===== src/rtl/scrambler_pkg.sv =====
// Shared scrambler definitions: FSM state encoding, frame constants, seed helpers.
package scrambler_pkg;

  typedef logic [2:0] state_t;

  localparam state_t ST_IDLE    = 3'd0;
  localparam state_t ST_SEED    = 3'd1;
  localparam state_t ST_SERVICE = 3'd2;
  localparam state_t ST_PAYLOAD = 3'd3;
  localparam state_t ST_TAIL    = 3'd4;
  localparam state_t ST_DONE    = 3'd5;

  localparam int SERVICE_BITS = 16;
  localparam int SCR_W        = 7;
  localparam logic [SCR_W-1:0] DEFAULT_SEED = 7'h7F;

  // An all-zero seed would lock the scrambler, so it is replaced.
  function automatic logic [SCR_W-1:0] fix_seed(input logic [SCR_W-1:0] s);
    return (s == '0) ? DEFAULT_SEED : s;
  endfunction

  function automatic logic [SCR_W-1:0] next_rot_seed(input logic [SCR_W-1:0] s);
    return (s == DEFAULT_SEED) ? 7'h01 : s + 7'd1;
  endfunction

endpackage


===== src/rtl/scrambler_frame_ctrl_if.sv =====
// Frame request, payload byte handshake and scrambler drive signals of the frame controller.
interface scrambler_frame_ctrl_if #(parameter int LEN_W = 12);
  import scrambler_pkg::*;

  logic             start;
  logic [LEN_W-1:0] frame_len;
  logic [SCR_W-1:0] seed_in;
  logic             abort;
  logic [7:0]       byte_in;
  logic             byte_valid;
  logic             byte_ready;
  logic             scr_reset;
  logic [SCR_W-1:0] scr_seed;
  logic             scr_enable;
  logic             bit_out;
  logic             tail_flag;
  logic             busy;
  logic             done;
  logic             underrun;

  modport master (
    output start, frame_len, seed_in, abort, byte_in, byte_valid,
    input  byte_ready, scr_reset, scr_seed, scr_enable, bit_out, tail_flag,
           busy, done, underrun
  );

  modport slave (
    input  start, frame_len, seed_in, abort, byte_in, byte_valid,
    output byte_ready, scr_reset, scr_seed, scr_enable, bit_out, tail_flag,
           busy, done, underrun
  );

endinterface


===== src/rtl/scrambler_frame_ctrl_byte_serializer.sv =====
// Payload byte serializer: 8-bit shift register emitting bit 0 first, with a bit counter.
module byte_serializer (
  input  logic       clock,
  input  logic       reset,
  input  logic       i_clear,
  input  logic       i_load,
  input  logic       i_advance,
  input  logic [7:0] i_byte,
  output logic       o_bit,
  output logic       o_full,
  output logic       o_last
);

  logic [7:0] r_shift;
  logic [2:0] r_bit_cnt;
  logic       r_full;

  always_ff @(posedge clock) begin
    if (!reset || i_clear) begin
      r_shift   <= '0;
      r_bit_cnt <= '0;
      r_full    <= 1'b0;
    end else if (i_load) begin
      // Loading while empty and advancing means bit 0 went straight out from i_byte.
      if (!r_full && i_advance) begin
        r_shift   <= {1'b0, i_byte[7:1]};
        r_bit_cnt <= 3'd1;
      end else begin
        r_shift   <= i_byte;
        r_bit_cnt <= 3'd0;
      end
      r_full <= 1'b1;
    end else if (i_advance && r_full) begin
      if (r_bit_cnt == 3'd7) begin
        r_full    <= 1'b0;
        r_bit_cnt <= 3'd0;
      end else begin
        r_shift   <= r_shift >> 1;
        r_bit_cnt <= r_bit_cnt + 3'd1;
      end
    end
  end

  assign o_bit  = r_full ? r_shift[0] : i_byte[0];
  assign o_full = r_full;
  assign o_last = (r_bit_cnt == 3'd7);

endmodule


===== src/rtl/scrambler_frame_ctrl.sv =====
// Sequences one data field (seed load, SERVICE, payload, TAIL) into the 7-bit scrambler.
// Build option SCR_SEED_ROTATE_EN: use an internal rotating seed instead of seed_in.
module scrambler_frame_ctrl
  import scrambler_pkg::*;
#(
  parameter int LEN_W     = 12,
  parameter int TAIL_BITS = 6
) (
  input logic                 clock,
  input logic                 reset,
  scrambler_frame_ctrl_if.slave bus
);

  state_t           r_state;
  logic [LEN_W-1:0] r_bytes_left;
  logic [3:0]       r_svc_cnt;
  logic [2:0]       r_tail_cnt;
  logic [SCR_W-1:0] r_seed;

  logic             w_ser_bit;
  logic             w_ser_full;
  logic             w_ser_last;
  logic             w_bytes_avail;
  logic             w_svc_last;
  logic             w_tail_last;
  logic             w_byte_ready;
  logic             w_take;
  logic             w_pay_bit;
  logic             w_payload_end;
  logic [SCR_W-1:0] w_frame_seed;

  assign w_bytes_avail = (r_bytes_left != '0);
  assign w_svc_last    = (r_svc_cnt == 4'(SERVICE_BITS - 1));
  assign w_tail_last   = (r_tail_cnt == 3'(TAIL_BITS - 1));

  always_comb begin
    w_byte_ready = 1'b0;
    if (!bus.abort) begin
      case (r_state)
        ST_SERVICE: w_byte_ready = w_svc_last && w_bytes_avail;
        ST_PAYLOAD: w_byte_ready = (!w_ser_full || w_ser_last) && w_bytes_avail;
        default:    w_byte_ready = 1'b0;
      endcase
    end
  end

  assign w_take        = w_byte_ready && bus.byte_valid;
  assign w_pay_bit     = (r_state == ST_PAYLOAD) && (w_ser_full || w_take);
  assign w_payload_end = (r_state == ST_PAYLOAD) && w_ser_full && w_ser_last && !w_bytes_avail;

`ifdef SCR_SEED_ROTATE_EN
  logic [SCR_W-1:0] r_rot_seed;

  // Only frames that actually reach DONE move the seed on; aborts leave it alone.
  always_ff @(posedge clock) begin
    if (!reset) begin
      r_rot_seed <= 7'h01;
    end else if (r_state == ST_TAIL && w_tail_last && !bus.abort) begin
      r_rot_seed <= next_rot_seed(r_rot_seed);
    end
  end

  assign w_frame_seed = r_rot_seed;
`else
  assign w_frame_seed = fix_seed(bus.seed_in);
`endif

  always_ff @(posedge clock) begin
    if (!reset) begin
      r_state      <= ST_IDLE;
      r_bytes_left <= '0;
      r_svc_cnt    <= '0;
      r_tail_cnt   <= '0;
      r_seed       <= DEFAULT_SEED;
    end else if (r_state != ST_IDLE && bus.abort) begin
      r_state <= ST_IDLE;
    end else begin
      case (r_state)
        ST_IDLE: begin
          if (bus.start) begin
            r_state      <= ST_SEED;
            r_bytes_left <= bus.frame_len;
            r_seed       <= w_frame_seed;
            r_svc_cnt    <= '0;
            r_tail_cnt   <= '0;
          end
        end
        ST_SEED: r_state <= ST_SERVICE;
        ST_SERVICE: begin
          r_svc_cnt <= r_svc_cnt + 4'd1;
          if (w_svc_last) r_state <= w_bytes_avail ? ST_PAYLOAD : ST_TAIL;
        end
        ST_PAYLOAD: begin
          if (w_payload_end) r_state <= ST_TAIL;
        end
        ST_TAIL: begin
          r_tail_cnt <= r_tail_cnt + 3'd1;
          if (w_tail_last) r_state <= ST_DONE;
        end
        default: r_state <= ST_IDLE;
      endcase
      if (w_take && w_bytes_avail) r_bytes_left <= r_bytes_left - 1'b1;
    end
  end

  byte_serializer u_ser (
    .clock     (clock),
    .reset     (reset),
    .i_clear   (r_state == ST_IDLE),
    .i_load    (w_take),
    .i_advance (w_pay_bit),
    .i_byte    (bus.byte_in),
    .o_bit     (w_ser_bit),
    .o_full    (w_ser_full),
    .o_last    (w_ser_last)
  );

  assign bus.byte_ready = w_byte_ready;
  assign bus.scr_reset  = (r_state == ST_SEED);
  assign bus.scr_seed   = r_seed;
  assign bus.scr_enable = (r_state == ST_SERVICE) || (r_state == ST_TAIL) || w_pay_bit;
  assign bus.bit_out    = w_pay_bit && w_ser_bit;
  assign bus.tail_flag  = (r_state == ST_TAIL);
  assign bus.busy       = (r_state != ST_IDLE);
  assign bus.done       = (r_state == ST_DONE);
  assign bus.underrun   = (r_state == ST_PAYLOAD) && !w_pay_bit;

endmodule

===== src/flat_wrapper.sv =====
// flat-port wrapper written by rule: the top's interface ports become plain ports
module scrambler_frame_ctrl_flat import scrambler_pkg::*;
#(
  parameter int LEN_W     = 12,
  parameter int TAIL_BITS = 6
)
  (clock, reset, bus_start, bus_frame_len, bus_seed_in, bus_abort, bus_byte_in, bus_byte_valid, bus_byte_ready, bus_scr_reset, bus_scr_seed, bus_scr_enable, bus_bit_out, bus_tail_flag, bus_busy, bus_done, bus_underrun);
  scrambler_frame_ctrl_if #(.LEN_W(LEN_W)) bus_i ();
  input logic clock;
  input logic reset;
  input wire logic [$bits(bus_i.start)-1:0] bus_start;
  input wire logic [$bits(bus_i.frame_len)-1:0] bus_frame_len;
  input wire logic [$bits(bus_i.seed_in)-1:0] bus_seed_in;
  input wire logic [$bits(bus_i.abort)-1:0] bus_abort;
  input wire logic [$bits(bus_i.byte_in)-1:0] bus_byte_in;
  input wire logic [$bits(bus_i.byte_valid)-1:0] bus_byte_valid;
  output wire logic [$bits(bus_i.byte_ready)-1:0] bus_byte_ready;
  output wire logic [$bits(bus_i.scr_reset)-1:0] bus_scr_reset;
  output wire logic [$bits(bus_i.scr_seed)-1:0] bus_scr_seed;
  output wire logic [$bits(bus_i.scr_enable)-1:0] bus_scr_enable;
  output wire logic [$bits(bus_i.bit_out)-1:0] bus_bit_out;
  output wire logic [$bits(bus_i.tail_flag)-1:0] bus_tail_flag;
  output wire logic [$bits(bus_i.busy)-1:0] bus_busy;
  output wire logic [$bits(bus_i.done)-1:0] bus_done;
  output wire logic [$bits(bus_i.underrun)-1:0] bus_underrun;
  assign bus_i.start = bus_start;
  assign bus_i.frame_len = bus_frame_len;
  assign bus_i.seed_in = bus_seed_in;
  assign bus_i.abort = bus_abort;
  assign bus_i.byte_in = bus_byte_in;
  assign bus_i.byte_valid = bus_byte_valid;
  assign bus_byte_ready = bus_i.byte_ready;
  assign bus_scr_reset = bus_i.scr_reset;
  assign bus_scr_seed = bus_i.scr_seed;
  assign bus_scr_enable = bus_i.scr_enable;
  assign bus_bit_out = bus_i.bit_out;
  assign bus_tail_flag = bus_i.tail_flag;
  assign bus_busy = bus_i.busy;
  assign bus_done = bus_i.done;
  assign bus_underrun = bus_i.underrun;
  scrambler_frame_ctrl #(.LEN_W(LEN_W), .TAIL_BITS(TAIL_BITS)) u_core (.clock(clock), .reset(reset), .bus(bus_i));
endmodule

===== config.mk =====
export PLATFORM = sky130hd
export DESIGN_NAME = scrambler_frame_ctrl_flat
export DESIGN_NICKNAME = d
export VERILOG_FILES = /design/src/rtl/scrambler_pkg.sv /design/src/rtl/scrambler_frame_ctrl_if.sv /design/src/rtl/scrambler_frame_ctrl_byte_serializer.sv /design/src/rtl/scrambler_frame_ctrl.sv /design/src/flat_wrapper.sv
export SDC_FILE = /design/constraint.sdc
export NUM_CORES = 1
export LEC_CHECK = 0
export ABC_AREA = 1
export CAP_MARGIN = 10
export CORE_MARGIN = 1.5
export CORE_UTILIZATION = 30
export CTS_CLUSTER_SIZE = 14
export DETAILED_ROUTE_END_ITERATION = 10
export PLACE_DENSITY_LB_ADDON = 0.1
export SYNTH_ARGS = -nofsm -noshare
export SYNTH_HDL_FRONTEND = slang
export SYNTH_SLANG_ARGS = --single-unit
export TNS_END_PERCENT = 10

===== constraint.sdc =====
create_clock -name clock -period 2.05 [get_ports clock]
set_input_delay 0.41 -clock clock [delete_from_list [all_inputs] [get_ports clock]]
set_output_delay 0.41 -clock clock [all_outputs]
set_load 0.02 [all_outputs]

== Word-level counts from Yosys, hierarchy flattened ==
Cells that the tools add are included.
Word-level totals
  bits in registers: 41
  memories kept: 0
  ROM bits: 0
  memory bits (writable): 0
  output and inout bits: 15
  latch bits: 0
  input port bits: 32
  logic and storage cells: 95
Cells by class
  multiply operators: 0
  bitwise gates (word level): 2
  shift operators: 0
  mux-type cells: 28
  divide/modulo/power cells: 0
  equal/unequal tests: 13
  add/subtract/negate cells: 4
  reductions and logical operators: 40
  magnitude comparators: 0
Operators by type and width (number)
  $mux 12: 3
  $mux 8: 4
  $mux 3: 9
  $pmux 3 s5: 1
  $logic_and 1x1->1: 13
  $eq 3x3->1 const B: 4
  $reduce_and 3->1: 4
  $reduce_bool 12->1: 1
  $reduce_bool 2->1: 6
  $sub 12x1->12 const B: 1
  $pmux 4 s2: 1
  $logic_not 7->1: 1
  $mux 7: 1
  $add 3x1->3 const B: 2
  $eq 3x2->1 const B: 2
  $mux 1: 6
  $ne 2x1->1 const B: 3
  $pmux 3 s2: 1
  $logic_or 1x1->1: 5
  $add 4x1->4 const B: 1
  $eq 4x4->1 const B: 1
  $logic_not 1->1: 4
  $mux 4: 1
  $ne 2x2->1 const B: 2
  8 further kinds: 10

== Depth between registers and ports, before layout ==
Gate-level depths: netlist (run 1).
  word-level depth: 11
  depth in mapped cells: 13
  mapped depth without buffers: 12

== Modules after synthesis ==
Synthesis (run 1) repeated with hierarchy kept, for this count alone.
Unflattened totals
  cell total of the unflattened synthesis: 382
  area, all modules: 2517.4 um^2
Modules (own cells, without submodules)
  scrambler_frame_ctrl: cells an instance 259, times used 1, seq. area each 580.6 um^2, area an instance 1725.4 um^2
  byte_serializer: cells an instance 123, times used 1, seq. area each 240.2 um^2, area an instance 792.0 um^2

== Least setup slack after synthesis (run 1) ==
No wires, ideal clock.
  path kind: register to output
  start: reg u_core.u_ser.r_bit_cnt[0]
  end: out bus_underrun
  data required time: 1.640 ns
  stages on the path, launching flop included: 11
  path slack: -0.088 ns
  arrival time: 1.728 ns
  buffers on the path: 1
  path through: dfxtp_1 ha_1 ha_1 inv_1 nand2_1 nor2_2 nor2_4 nand2_2 nor2_4 buf_4 nor3_1
Between the ends
  word-level cells in the longest chain between the ends: 10
Ends and longest elaborated chain
  start, declared: line scrambler_frame_ctrl_byte_serializer.sv:15  | logic [2:0] r_bit_cnt;
  start signal, assigned: line scrambler_frame_ctrl_byte_serializer.sv:39  | r_bit_cnt <= r_bit_cnt + 3'd1;
  $eq 3x3->1: line scrambler_frame_ctrl_byte_serializer.sv:46  | assign o_last = (r_bit_cnt == 3'd7);
  $logic_or 1x1->1: line scrambler_frame_ctrl.sv:41  | ST_PAYLOAD: w_byte_ready = (!w_ser_full || w_ser_last) && w_bytes_avail;
  $logic_and 1x1->1: line scrambler_frame_ctrl.sv:41
  $pmux 1 s2: line scrambler_frame_ctrl.sv:39  | case (r_state)
  $mux 1: line scrambler_frame_ctrl.sv:38  | if (!bus.abort) begin
  $logic_and 1x1->1: line scrambler_frame_ctrl.sv:47  | assign w_take = w_byte_ready && bus.byte_valid;
  $logic_or 1x1->1: line scrambler_frame_ctrl.sv:48  | assign w_pay_bit = (r_state == ST_PAYLOAD) && (w_ser_full || w_take);
  $logic_and 1x1->1: line scrambler_frame_ctrl.sv:48
  $logic_not 1->1: line scrambler_frame_ctrl.sv:126  | assign bus.underrun = (r_state == ST_PAYLOAD) && !w_pay_bit;
  $logic_and 1x1->1: line scrambler_frame_ctrl.sv:126
  end, declared: line flat_wrapper.sv:25  | output wire logic [$bits(bus_i.underrun)-1:0] bus_underrun;
Every way passes these cells.

== Worst setup path after layout (run 1) ==
  start: reg u_core.r_svc_cnt[0]
  end: out bus_bit_out
Between the ends
  word-level cells in the longest chain between the ends: 8
Ends and longest elaborated chain
  start, declared: line scrambler_frame_ctrl.sv:16  | logic [3:0] r_svc_cnt;
  start signal, assigned: line scrambler_frame_ctrl.sv:90  | r_svc_cnt <= r_svc_cnt + 4'd1;
  $eq 4x4->1: line scrambler_frame_ctrl.sv:33  | assign w_svc_last = (r_svc_cnt == 4'(SERVICE_BITS - 1));
  $logic_and 1x1->1: line scrambler_frame_ctrl.sv:40  | ST_SERVICE: w_byte_ready = w_svc_last && w_bytes_avail;
  $pmux 1 s2: line scrambler_frame_ctrl.sv:39
  $mux 1: line scrambler_frame_ctrl.sv:38
  $logic_and 1x1->1: line scrambler_frame_ctrl.sv:47
  $logic_or 1x1->1: line scrambler_frame_ctrl.sv:48
  $logic_and 1x1->1: line scrambler_frame_ctrl.sv:48
  $logic_and 1x1->1: line scrambler_frame_ctrl.sv:122  | assign bus.bit_out = w_pay_bit && w_ser_bit;
  end, declared: line flat_wrapper.sv:21  | output wire logic [$bits(bus_i.bit_out)-1:0] bus_bit_out;
Every way passes these cells.

==> results of run 1 <==
## metal layers
layer  global-route usage (%)  share of wire [%]  routed length [um]  vias up
li1                         -                  -                   -     1325
met1                     20.6                 49                3090     1120
met2                     26.7                 46                2900       38
met3                     2.76                2.9                 183        7
met4                     4.95                1.1                  68        0
met5                        0                  0                   0        -
## placed cells by master, fill, tap and decap left out, types with 4 or more instances in the layout
master / n
o21ai_1: 16
dfxtp_1: 37
nor3_1: 4
buf_6: 5
nand4_1: 7
nor2_4: 4
nand3_2: 6
a21oi_1: 31
clkdlybuf4s50_1: 37
ha_4: 4
a31oi_1: 6
buf_4: 52
inv_2: 14
nor2_1: 37
inv_1: 31
nand2_1: 52
o21ai_0: 19
clkbuf_8: 5
nand2_2: 9
nor2_2: 6
dfxtp_2: 4
nand3_1: 19
## what timing repair did
| item | 4_1_cts | 5_1_grt |
|---|---|---|
| gates resized for setup | 42 | 13 |
| buffers inserted | 3 | 1 |
| pin swaps | 8 | 6 |
| endpoints found under the setup margin | 7 | 15 |
## critical path, delay by kind of cell, from the launching register on
kind,cells,cell delay (ns)
AND/OR/NAND/NOR,7,0.66
flip-flops,1,0.36
buffers and inverters,1,0.16
adder cells (fa/ha/maj),1,0.14
AO/OA/AOI/OAI,1,0.08
## through the flow
step,utilization (%),instances,setup slack (ns)
floorplan,-,340,0.0327
global placement,42.5,529,-0.559
detailed placement,42.5,529,-0.597
CTS,44.5,540,-0.117
global route,45.3,541,-0.169
finish,45.3,541,-0.0560
## worst max path at each step
stage	start	end	slack [ns]	cells past startpoint
after global placement	bus_abort	bus_bit_out	-0.56	9
final	u_core.r_svc_cnt[0]	bus_bit_out	-0.06	10
after floorplan	u_core.u_ser.r_bit_cnt[0]	bus_scr_enable	0.03	11
after global routing	u_core.u_ser.r_bit_cnt[0]	bus_scr_enable	-0.17	11
after detailed placement	bus_abort	bus_bit_out	-0.60	9
after CTS	u_core.u_ser.r_bit_cnt[1]	bus_underrun	-0.12	11
## power by group through the flow
stage / Combinational [mW] / Clock [mW] / Sequential [mW]
6_report: 1.56 / 0.526 / 1.01
5_1_grt: 1.75 / 0.575 / 1.02
4_1_cts: 1.53 / 0.547 / 1.00
3_5_place_dp: 1.52 / 0 / 1.02
3_3_place_gp: 1.51 / 0 / 1.02
2_1_floorplan: 0.841 / 0 / 1.06
## area by class of cell
cell class,count,area (um^2),area share [%]
multi-input combinational,246,1390,40.2
timing repair buffer,99,866,25.0
clock inverter,2,10.0,0.289
clock buffer,6,72.6,2.09
sequential,41,826,23.8
inverter,45,169,4.88
tap,102,128,3.68
## cell families (layout without fill, tap and decap cells)
kind of cell,after synthesis,count (layout),share of synthesized area (%)
AO/OA/AOI/OAI,83,83,19.5
XOR/XNOR,5,5,1.87
adder cells (fa/ha/maj),6,6,3.20
buffers and inverters,53,152,9.45
flip-flops,41,41,35.0
AND/OR/NAND/NOR,152,152,30.9
## flip-flops by register name, summed over array words and instances (netlist names)
name / cells
u_core.bus.scr_seed: 7
u_core.r_svc_cnt: 4
u_core.u_ser.r_bit_cnt: 3
u_core.r_tail_cnt: 3
u_core.r_bytes_left: 12
u_core.u_ser.r_shift: 8
u_core.u_ser.o_full: 1
u_core.r_state: 3
==> results.cfg, run 1 <==
[synth]
ys_seq_area_share_pct = 35.0
synthTopCellsByArea = dfxtp_1 35%, nand2_1 8.8%, a21oi_1 6.6%
synth-seq-cells = 41
yosysTopAreaCellShare_pct = 35.0
synth_top_cell_by_area = dfxtp_1
ys_warn_count = 0
yosysMostFrequentCell = nand2_1
synth_edf_count = 0
syn_nets = 378
synthCells = 340
syn_area_per_cell_um2 = 6.89
netlist_area_um2 = 2340
synth_common_cells = 55 x nand2_1, 41 x dfxtp_1, 37 x nor2_1
async_reset_ff_share_pct = 0
ys.flop_type = dfxtp_1
synthDistinctLibCells = 35

[grt]
antenna_found_initial = 0
grt_usage_pct = 15.9
grt_start_max_net_pins = 18
first_global_vias = 2478
grt_overflow = 0
grt_pass1_wl_um = 10900

[route]
post_drt_wl_per_cell_um = 11.5
vias = 2490
drc = 0
finalWirelength_um = 6240
drtAntennaViolNets = 0
vias_per_cell = 4.60
firstDrtPassIters = 4
drt_iter0_drc = 63

[floorplan]
die_h_um = 91.4
num_rows = 32
start_util_pct = 30.6
core-area_um2 = 7650
die_area_um2 = 8350
io_pins = 47
die_x_um = 91.4

[hold_path]
hold-path-cell-count = 2
worstHoldStart = u_core.u_ser.r_shift[7]
hold_path.class = reg -> reg
hold_path_end = u_core.u_ser.r_shift[7]

[finish]
drive_above_1_share_pct = 27.1
fin_nets = 476
syn2layout_area_growth_pct = 47.8
fin_area_um2 = 3460
n_fill_cell = 807
diodes = 0

[setup_path]
cp-start-kind = flip-flop
ff2ff_setup_slack_ns = 0.17
cpMaxStageDelayCell = dfxtp_2
reg2reg_to = u_core.u_ser.r_shift[5]
reg2regPathDepth = 13
worst_ep_arrival_time_ns = 1.70
path_common_cell = nand2_2
crit_path_max_fanout = 3
crit_required_ns = 1.64
max_stage_delay_ns = 0.36
crit_chain = ha_4 > nand3_2 > nand2_2 > nand2_2 > nor2_4 > nand2_2 > nor2_4 > o21ai_2 > nor2_1 > buf_4
worstSetupPathType = reg -> out
crit_path_end_kind = primary output
r2r-start = u_core.r_svc_cnt[0]

[timing]
slew_viol_final = 0
hold_ws_ns = 0.487
layout_setup_ws_ns = -0.0560
period_share_pct = 103
worstMarginPinSlew_ns = 0.440
fmax_mhz = 475
setup_viol = 3
final-hold-violation-count = 0
fin_skew_ns = 0.00771
rsz0062_at_grt = true
tns_ns = -0.156
max_slew_margin_pct = 70.4
min_period_ns = 2.11

[power]
p_sw_mw = 1.22
netSwitchingFraction_pct = 39.3
clock_power_share_pct = 17.0
leakage_nw = 1.57
p_total_mw = 3.09
peakVddDrop_v = 0.000360
combPwrFrac_pct = 50.4
power_frac_seq_pct = 32.6
p_int_mw = 1.87
pwr_density_cell_nw_per_um2 = 892

[clocking]
cts_tree = done
cts_root_buffer = clkbuf_8
numCtsBuffers = 5
clk_pin_slew_ns = 0.08
clock_path_buffers = 2
cts_hold_buf = 0
htreeDepth = 2
clock_sinks = 41
clock_latency_ns = 0.29

[placement]
gp_congestion = 0.825
placed_area_um2 = 3250
place.port_buffers = 46
hpwl_um = 4650

[run_status]
status = finished, violations left
violations = negative setup slack

[run]
maxCapViolations = 0
(Power assumes the default switching activity.)
==> run 2: changes to the inputs <==
--- a/config.mk
+++ b/config.mk
@@ -8,9 +8,11 @@
 export ABC_AREA = 1
 export CAP_MARGIN = 10
 export CORE_MARGIN = 1.5
-export CORE_UTILIZATION = 30
+export CORE_UTILIZATION = 31
+export CTS_CLUSTER_DIAMETER = 120
 export CTS_CLUSTER_SIZE = 14
 export DETAILED_ROUTE_END_ITERATION = 10
+export GPL_TIMING_DRIVEN = 0
 export PLACE_DENSITY_LB_ADDON = 0.1
 export SYNTH_ARGS = -nofsm -noshare
 export SYNTH_HDL_FRONTEND = slang
==> run 2 against run 1 <==
Against the previous run: the flow still finishes with violations (negative setup slack); power decreased by 5.7%; non-clock buffer count decreased by 36; clock power increased by 6.5%; count of clock-buffer cells in the layout increased by 1; fmax decreased by 6.9%; sequential share of layout area increased by 2.0 points; final cell count decreased by 7.4%; combinational power decreased by 15%; critical path depth increased by 2; register-to-register slack got worse by 0.09 ns; largest cell class unchanged; highest routed layer unchanged.
==> results.cfg, run 2 (synthesis gave the netlist of run 1 again) <==
[run_status]
status = finished, violations left
violations = negative setup slack

[floorplan]
die_area_um2 = 8090
io_pins = 47
die_x_um = 89.9
start_util_pct = 32.1
num_rows = 31
core-area_um2 = 7290
die_h_um = 89.9

[placement]
dp_cells = 484
place.port_buffers = 45
gp_congestion = 0.814
hpwl_um = 4510

[power]
pwr_density_cell_nw_per_um2 = 911
p_total_mw = 2.91
leakage_nw = 1.39
peakVddDrop_v = 0.000419

[finish]
drive_above_1_share_pct = 20.4
fin_cells = 501
syn2layout_area_growth_pct = 36.5
mostFrequentLayoutCell = nand2_1
final_cell_mix = 53 x nand2_1, 39 x clkdlybuf4s50_1, 37 x dfxtp_1
largest_register_ffs = 12
regMostFlops = u_core.r_bytes_left
fin_nets = 440
final_core_util_pct = 43.9
diodes = 0

[setup_path]
worstSetupPathType = reg -> out
crit_path_end_kind = primary output
crit_required_ns = 1.64
reg2regPathDepth = 14
crit_path_max_fanout = 3
cp-start-kind = flip-flop
worst_ep_arrival_time_ns = 1.85

[grt]
antenna_found_initial = 0
grt_start_max_net_pins = 12
grt_usage_pct = 15.8
grt_pass1_wl_um = 10300
first_global_vias = 2216
grt_overflow = 0

[timing]
worstMarginPinSlew_ns = 0.900
setup_viol = 3
period_share_pct = 110
layout_setup_ws_ns = -0.212
rsz0062_at_grt = true
final-hold-violation-count = 0
fin_skew_ns = 0.00620
hold_ws_ns = 0.443
fmax_mhz = 442
max_slew_margin_pct = 39.5
min_period_ns = 2.26
slew_viol_final = 0

[clocking]
numCtsBuffers = 5
cts_tree = done
htreeDepth = 2
clock_path_buffers = 2
clock_sinks = 41
cts_root_buffer = clkbuf_8
clock_latency_ns = 0.30
clk_pin_slew_ns = 0.08

[route]
firstDrtPassIters = 4
drtAntennaViolNets = 0
drt_iter0_drc = 96
finalWirelength_um = 6210
post_drt_wl_per_cell_um = 12.4
drc = 0
vias = 2371
vias_per_cell = 4.73

[hold_path]
hold-path-cell-count = 3
hold_path.class = in -> reg

[run]
maxCapViolations = 0
[run 2: cell types whose count changed in the layout (fill, tap and decap cells not counted), sizes merged, moves of 2 or more]
cell,delta
buf,-37
clkbuf,+3
clkdlybuf4s50,+2
clkinv,-2
[run 2: worst max-delay path, stage by stage, from the launching register on]
cell and delay (ns):
dfxtp_2 0.34, ha_4 0.16, ha_4 0.15, inv_2 0.04
nand2_2 0.05, nor2_4 0.15, nor2_4 0.07, nand2_4 0.07
nor2_4 0.04, buf_8 0.12, o21ai_4 0.14, nand3_2 0.08
buf_6 0.14
[run 2: where the power goes]
| part | internal, mW | total (mW) | switching (mW) |
|---|---|---|---|
| Clock | 0.268 | 0.560 | 0.292 |
| Combinational | 0.532 | 1.32 | 0.790 |
| Sequential | 0.925 | 1.03 | 0.107 |
[run 2: metrics by stage]
stage | TNS (ns) | cell area (um^2) | worst slack (ns)
detailed placement | -3.39 | 2920 | -0.937
finish | -0.586 | 3200 | -0.212
CTS | -0.544 | 3180 | -0.200
global placement | -3.63 | 2920 | -0.906
floorplan | 0 | 2350 | 0.0327
global route | -1.16 | 3200 | -0.302
[run 2: timing repair]
action	in CTS	in global routing
hold buffers	0	0
resized for setup	49	10
setup endpoints to repair	5	11
setup buffers	10	0
pin swaps	8	5
[run 2: routing by layer]
| metal | vias to the layer above | GRT usage (%) | wire length [um] |
|---|---|---|---|
| met2 | 51 | 23.9 | 2630 |
| met4 | 0 | 4.37 | 68 |
| met1 | 1056 | 22.4 | 3200 |
| li1 | 1258 | - | - |
| met3 | 6 | 3.72 | 311 |
| met5 | - | 0 | 0 |
[run 2: layout make-up]
class | instances | area (um^2)
buffer | 8 | 65.1
clock buffer | 7 | 86.3
fill | 810 | 4090
inverter | 45 | 169
multi-input combinational | 246 | 1410
sequential | 41 | 826
tap | 99 | 124
timing repair buffer | 55 | 524
[run 2: worst paths after layout]
path,slack [ns],to,from
worst max-delay path,-0.21,bus_scr_enable,u_core.u_ser.r_bit_cnt[1]
worst min register to register,0.49,u_core.bus.scr_seed[4],u_core.bus.scr_seed[4]
worst max register to register,0.08,u_core.r_bytes_left[9],u_core.u_ser.r_bit_cnt[1]
worst min-delay path,0.44,u_core.r_tail_cnt[2],reset
